`src/rtl/pc_sequencer.sv`:
```
// pc_sequencer: program-counter sequencer for the MIPS fetch stage.
//
// Owns the PC register, fetches instruction words over a req/ack handshake,
// presents each word to decode over a valid/ready handshake, and applies
// redirects (branch, jump, jump-register) arriving from execute.
//
// Ports:
//   clk, rst        clock (rising edge), synchronous active-low reset
//   imem_req/addr   fetch request and address (addr tracks pc)
//   imem_ack/rdata  memory accept; rdata valid in the ack cycle
//   instr_valid     fetched word available to decode
//   instr/instr_pc  fetched word and its address
//   instr_ready     decode consumes instr when valid & ready
//   redir_*         one-cycle redirect request and its operands
//   pc              current PC register
//   fetch_err       sticky: a request went unacknowledged for TIMEOUT cycles
//   align_err       one-cycle pulse: jump-register target was misaligned
module pc_sequencer #(
    parameter logic [31:0] RESET_PC = 32'h0000_0000,
    parameter int unsigned TIMEOUT  = 255
) (
    input  logic        clk,
    input  logic        rst,
    output logic        imem_req,
    output logic [31:0] imem_addr,
    input  logic        imem_ack,
    input  logic [31:0] imem_rdata,
    output logic        instr_valid,
    output logic [31:0] instr,
    output logic [31:0] instr_pc,
    input  logic        instr_ready,
    input  logic        redir_valid,
    input  logic [1:0]  redir_type,
    input  logic [31:0] redir_pc,
    input  logic [15:0] redir_imm,
    input  logic [25:0] redir_target26,
    input  logic [31:0] redir_reg,
    output logic [31:0] pc,
    output logic        fetch_err,
    output logic        align_err
);

    typedef enum logic [1:0] {
        IDLE,
        REQ,
        HOLD
    } state_t;

    localparam logic [7:0] WAIT_LAST = 8'(TIMEOUT - 1);

    state_t      state, state_n;
    logic [31:0] pc_n;
    logic [31:0] instr_n;
    logic [31:0] instr_pc_n;
    logic        kill, kill_n;
    logic [7:0]  wait_cnt, wait_cnt_n;
    logic        fetch_err_n;
    logic        align_err_n;

    logic [31:0] p4;
    logic [31:0] br_off;
    logic [31:0] target;
    logic        take;

    // Redirect target formation; type 11 is not a redirect.
    always_comb begin
        p4     = redir_pc + 32'd4;
        br_off = {{14{redir_imm[15]}}, redir_imm, 2'b00};
        target = p4;
        case (redir_type)
            2'b00:   target = p4 + br_off;
            2'b01:   target = {p4[31:28], redir_target26, 2'b00};
            2'b10:   target = {redir_reg[31:2], 2'b00};
            default: target = p4;
        endcase
        take = redir_valid && (redir_type != 2'b11);
    end

    always_comb begin
        state_n     = state;
        pc_n        = pc;
        instr_n     = instr;
        instr_pc_n  = instr_pc;
        kill_n      = kill;
        wait_cnt_n  = wait_cnt;
        fetch_err_n = fetch_err;
        align_err_n = redir_valid && (redir_type == 2'b10) && (redir_reg[1:0] != 2'b00);

        imem_req    = (state == REQ);
        imem_addr   = pc;
        instr_valid = (state == HOLD);

        case (state)
            IDLE: begin
                state_n = REQ;
                if (take) pc_n = target;
            end
            REQ: begin
                if (imem_ack) begin
                    wait_cnt_n = '0;
                    // A redirect in the ack cycle and a pending kill both
                    // drop the returned word; the request is reissued at pc_n.
                    if (take) begin
                        pc_n   = target;
                        kill_n = 1'b0;
                    end else if (kill) begin
                        kill_n = 1'b0;
                    end else begin
                        instr_n    = imem_rdata;
                        instr_pc_n = pc;
                        pc_n       = pc + 32'd4;
                        state_n    = HOLD;
                    end
                end else begin
                    // The outstanding request cannot be withdrawn, so its
                    // eventual ack must be discarded.
                    if (take) begin
                        pc_n   = target;
                        kill_n = 1'b1;
                    end
                    if (wait_cnt == WAIT_LAST) begin
                        fetch_err_n = 1'b1;
                        wait_cnt_n  = '0;
                    end else begin
                        wait_cnt_n = wait_cnt + 8'd1;
                    end
                end
            end
            HOLD: begin
                wait_cnt_n = '0;
                if (take) begin
                    pc_n    = target;
                    state_n = REQ;
                end else if (instr_ready) begin
                    state_n = REQ;
                end
            end
            default: state_n = IDLE;
        endcase
    end

    always_ff @(posedge clk) begin
        if (!rst) begin
            state     <= IDLE;
            pc        <= RESET_PC;
            instr     <= '0;
            instr_pc  <= '0;
            kill      <= 1'b0;
            wait_cnt  <= '0;
            fetch_err <= 1'b0;
            align_err <= 1'b0;
        end else begin
            state     <= state_n;
            pc        <= pc_n;
            instr     <= instr_n;
            instr_pc  <= instr_pc_n;
            kill      <= kill_n;
            wait_cnt  <= wait_cnt_n;
            fetch_err <= fetch_err_n;
            align_err <= align_err_n;
        end
    end

endmodule

```
`config.mk`:
```
export PLATFORM = sky130hd
export DESIGN_NAME = pc_sequencer
export DESIGN_NICKNAME = d
export VERILOG_FILES = /design/src/rtl/pc_sequencer.sv
export SDC_FILE = /design/constraint.sdc
export NUM_CORES = 1
export LEC_CHECK = 0
export ABC_AREA = 1
export CAP_MARGIN = 15
export CORE_UTILIZATION = 48
export CTS_CLUSTER_SIZE = 8
export DETAILED_ROUTE_END_ITERATION = 12
export GPL_TIMING_DRIVEN = 0
export PLACE_DENSITY = 0.92
export SLEW_MARGIN = 20
export SYNTH_ARGS = -nofsm -noshare
export SYNTH_HDL_FRONTEND = slang
export SYNTH_SLANG_ARGS = --single-unit
```
`constraint.sdc`:
```
create_clock -name clk -period 3.4 [get_ports clk]
set_input_delay 0.34 -clock clk [delete_from_list [all_inputs] [get_ports clk]]
set_output_delay 0.34 -clock clk [all_outputs]
set_load 0.05 [all_outputs]
```
# After elaboration in Yosys (flattened, before gate mapping)
# Index checks and enable logic that the tools add are counted.
# op_classes
addsub	4
n_mul	0
div	0
order_cmp	0
n_eq_ne	11
n_shift	0
mux	17
bitwise_logic	3
reduce_logical	15
# op_table
operator	count
two-way mux 32 bit	4
one-hot mux 32 bit (3 select lines)	1
adder 32 x 3 -> 32 bit, second input constant	2
one-hot mux 32 bit (2 select lines)	1
adder 32 bit	1
two-way mux 8 bit	2
one-hot mux 8 bit (2 select lines)	1
two-way mux 2 bit	5
adder 8 x 1 -> 8 bit, second input constant	1
equality test 8 bit, second input constant	1
AND reduction 4 bit	2
nonzero test 2 bit	4
!= test 2 bit, second input constant	3
one-hot mux 2 bit (3 select lines)	1
equality test 2 x 1 -> 1 bit, second input constant	2
equality test 2 bit, second input constant	2
logical NOT 2 bit	2
!= test 4 x 3 -> 1 bit, second input constant	1
AND reduction 2 bit	2
logical AND 1 bit	3
!= test 3 x 1 -> 1 bit, second input constant	1
inverter 1 bit	3
AND reduction 3 bit	1
two-way mux 1 bit	2
2 further kinds	2
# totals
reg_bits	109
latch_bits	0
ram_bits	0
romBits	0
input_bits	145
output_inout_bits	132
wordCells	58
n_memories	0

# Longest topological paths before layout
# logic_depth
depth_word	6
ltp_mapped	23
depth_no_buf	23

# Worst setup path after synthesis
# No wires, ideal clock.
# synth_path
path_kind	input to register
start	in redir_pc[2]
end	reg pc[31] (netlist: imem_addr[31])
setup_time_ps	131
arrival_time_ps	2664
required_ps	3269
slack_ps	606
path_stages	20
path_buffers	0
cell_sequence	ha_1 nand2_1 nor2_1 nand2_1 nor4_1 nand4_1 xor2_1 inv_1 ha_1 a21o_1 inv_1 o21ai_0 a21oi_1 nand2_1 a21oi_1 nand2_1 nand3_1 nand2_1 nand2_1 a21oi_2
# synth_between
elab_chain_len	6
word_cells_on_any_way	7
cone_classes	2 x add/sub; 5 x mux
# synth_lines
item	line	rtl
start: declaration	34	input logic [31:0] redir_pc,
adder 32 x 3 -> 32 bit *	67	p4 = redir_pc + 32'd4;
adder 32 bit	71	2'b00: target = p4 + br_off;
one-hot mux 32 bit (3 select lines) *	70	case (redir_type)
two-way mux 32 bit (on tied branches)	--	
two-way mux 32 bit	99	if (imem_ack) begin
one-hot mux 32 bit (2 select lines) *	93	case (state)
end signal: assignment	154	pc <= pc_n;
end: declaration	38	output logic [31:0] pc,
# Every way passes the cells marked *; elsewhere a longest branch is shown, timed or not.
# A chain may end at the register's enable or synchronous reset.

# Worst setup path after layout
# layout_path
start	in redir_pc[5]
end	reg pc[31] (netlist: imem_addr[31])
# The elaborated chain is that of the path after synthesis.

==> impl_metrics.ini <==
[drt]
drt_iter0_drc = 1164
first_pass_iters = 11
detail_route.wl_per_cell_um = 16.3
drcViolationCount = 1
wl_mm = 32.2
via_count = 10965
ant_nets = 0
vias_per_cell = 5.55

[placed_design]
dp.final_hpwl_mm = 25.6
globalplace.congestion = 0.971
port_buffers = 276
place_inst = 1955

[die]
io_pins = 277
die-area_um2 = 18900
initial_utilization_pct = 49.0
fp.dieW_um = 138
rows = 49
dieHeight_um = 138
coreArea_um2 = 18000

[timing]
slew_headroom_pct = 36.5
clock_skew_ns = 0.00878
period_share_pct = 96.3
finalHoldViolCount = 0
period_needed_ns = 3.27
slew_violations = 0
setup_viol = 0
tightest_slew_ns = 0.949
holdWs_ns = 0.461
timing.fmax_ghz = 0.306

[logic_synthesis]
synth_seq_area_share_pct = 24.7
synth_warnings = 0
ys_ff_latch = 109
synth_ff_type = dfxtp_1
avgSynthCellArea_um2 = 6.09
synth-edff-count = 0
syn_nets = 1642
syn_area_um2 = 8830
synthArstFlopShare_pct = 0
yosys.cell_types.count = 50
syn_inst = 1450

[outcome]
violations = DRC
status = finished, violations left

[power]
pwr-share-seq_pct = 29.5
netSwitchingFraction_pct = 47.1
clockPowerShare_pct = 19.0
internal_power_uw = 2900
p_leak_uw = 0.00532
pwr-share-comb_pct = 51.5
peakVddDrop_uv = 359
p_sw_uw = 2580
power.density_nw_per_um2 = 442

[cts]
cts_buffer_depth = 2
clk_latency_ns = 0.35
cts_root_buffer = clkbuf_16
cts_hold_buf = 0
tritoncts = yes
ctsHtreeMaxLevel = 3
clock_sinks = 109
cts_inserted_buffers = 9
clk_pin_slew_worst_paths_ns = 0.08

[flow_run]
max-cap-violations = 0

[setup_path]
worstPathRequired_ns = 3.69
rr_endpoint = imem_addr[24]
critPathArrivalTime_ns = 3.57
critPathCaptureType = register
startpoint_type = input port
reg2reg_slack_ns = 0.94
crit_fanout = 5
reg2reg_depth = 13
reg2reg_from = state[0]
worst-setup-path-type = in -> reg

[global_route]
track_usage_pct = 32.5
grt_overflow_total = 0
grt_pass1_vias = 9584
grt_pass1_wl_mm = 47.8
grt_max_degree = 20
antenna_found_initial = 0

[final_layout]
stdcell_count = 1974
fillers = 1518
final_nets = 1932
insertedDiodeCount = 0
drive_above_1_share_pct = 7.74
area_growth_syn_to_layout_pct = 40.5

[worst_hold_path]
hp-class = reg -> reg
hold_path_end = instr_pc[2]
hold_depth = 2
holdCritStartpoint = instr_pc[2]
[state kept, by name, indices dropped and copies added (netlist names)]
signal	count
wait_cnt	8
align_err	1
instr_pc	32
fetch_err	1
imem_addr	32
kill	1
state	2
instr	32
[Yosys cell counts (4+ instances only)]
cell type  count  area, um2
buf_2         12       60.1
o21ai_0       39        195
nor2_4         5       56.3
nor2_1       115        432
clkbuf_1      33        124
or2_2          4       25.0
nand2_1      418       1570
nand2_2        5       31.3
nor2_2         8       50.1
xnor2_1       12        105
buf_4         33        248
ha_1          46        576
o21bai_1       5       37.5
o211ai_1       6       45.0
xor2_1        22        193
o21ai_1        5       25.0
a21oi_1      141        706
dfxtp_1      109       2180
nor3_1        20        100
nand3_1      154        771
a31oi_1        6       37.5
a22o_1         6       52.6
inv_1        167        627
nand3b_1       4       30.0
a221oi_1       7       61.3
inv_2          5       18.8
nor4_1         6       37.5
nand4_1       20        125
[layout make-up]
| cell class | count | area, um2 | share of cell area (%) |
|---|---|---|---|
| repair buffers | 279 | 2810 | 22.6 |
| clock buffers | 10 | 239 | 1.93 |
| plain buffers | 80 | 439 | 3.54 |
| clock inverters | 6 | 53.8 | 0.434 |
| inverters | 174 | 653 | 5.26 |
| multi-input cells | 1087 | 5740 | 46.3 |
| well taps | 229 | 287 | 2.31 |
| flip-flops and latches | 109 | 2180 | 17.6 |
[repair_timing]
item	4_1_cts	5_1_grt
pin swaps	1	12
setup buffers	0	3
resized for setup	10	46
setup endpoints to repair	9	14
[stage by stage]
| stage | TNS [ns] | area, um2 | setup slack, ns | util (%) | total power [uW] |
|---|---|---|---|---|---|
| 6_report | 0 | 12400 | 0.127 | 68.8 | 5480 |
| 5_1_grt | -0.220 | 12400 | -0.0465 | 68.8 | 5760 |
| 4_1_cts | -0.0267 | 12200 | -0.0267 | 67.8 | 5410 |
| 3_5_place_dp | -6.85 | 11900 | -0.725 | 65.9 | 4380 |
| 3_3_place_gp | -5.62 | 11900 | -0.638 | 65.9 | 4320 |
| 2_1_floorplan | 0 | 8830 | 0.606 | - | 3400 |
[cell families (layout without fill, tap and decap cells)]
family	Yosys count	count (layout)	share of synthesized area, %
xor gates and xnor gates	34	34	3.37
and+or+nand+nor	771	771	37.8
buffers and inverters	254	549	12.4
AOI/OAI and AO/OA	235	235	15.0
DFF	109	109	24.7
adders and majority gates	47	47	6.74
[how the worst max path moves through the flow]
stage	cells after the start	to	from	slack, ns
final	22	imem_addr[31]	redir_pc[5]	0.13
after global routing	22	imem_addr[31]	redir_pc[14]	-0.05
after CTS	22	imem_addr[31]	redir_pc[2]	-0.03
after detailed placement	22	imem_addr[31]	redir_pc[2]	-0.72
after global placement	22	imem_addr[31]	redir_pc[2]	-0.64
after floorplan	20	imem_addr[31]	redir_pc[2]	0.61
[power groups by stage]
stage	combinational, uW	sequential [uW]	clock, uW
after floorplan	1430	1970	0
after global placement	2690	1630	0
after detailed placement	2740	1640	0
after CTS	2760	1610	1040
after global routing	3020	1630	1110
final	2820	1620	1040
[cell usage in the layout (no fill, tap or decap), types with 7 or more instances in the layout]
cell type	n
a21oi_1	138
a221oi_1	7
buf_2	12
buf_4	36
clkbuf_1	33
clkbuf_16	9
clkdlybuf4s50_1	266
dfxtp_1	109
dlymetal6s2s_1	10
ha_1	41
inv_1	166
nand2_1	412
nand2_2	11
nand3_1	150
nand4_1	20
nor2_1	102
nor2_2	18
nor2_4	8
nor3_1	18
o21ai_0	38
xnor2_1	12
xor2_1	22
[critical path, cell delays in order]
cell and delay [ns]:
clkdlybuf4s50_1 0.50, nand2_1 0.10, inv_2 0.12, nand3_4 0.12
nor3_4 0.21, nand3_2 0.14, nor4_4 0.30, xnor2_1 0.15
inv_1 0.09, ha_4 0.30, nand2_1 0.11, nor2_2 0.16
nand2_1 0.09, inv_1 0.06, nand2_1 0.05, nand2_1 0.09
a21oi_1 0.05, nand2_1 0.06, nand3_1 0.11, nand2_2 0.18
nand2_1 0.11, a21oi_2 0.13
[routing by layer]
metal  routed length (um)  global-route usage (%)  up-vias  share of wire [%]
met5                    0                       0        -                  0
met4                  929                    10.6        0                2.9
met3                 3550                    6.95       86                 11
met2                14900                    53.8      638                 46
met1                12800                    41.5     4946                 40
li1                     -                       -     5295                  -
Power figures use the tool's default switching activity.
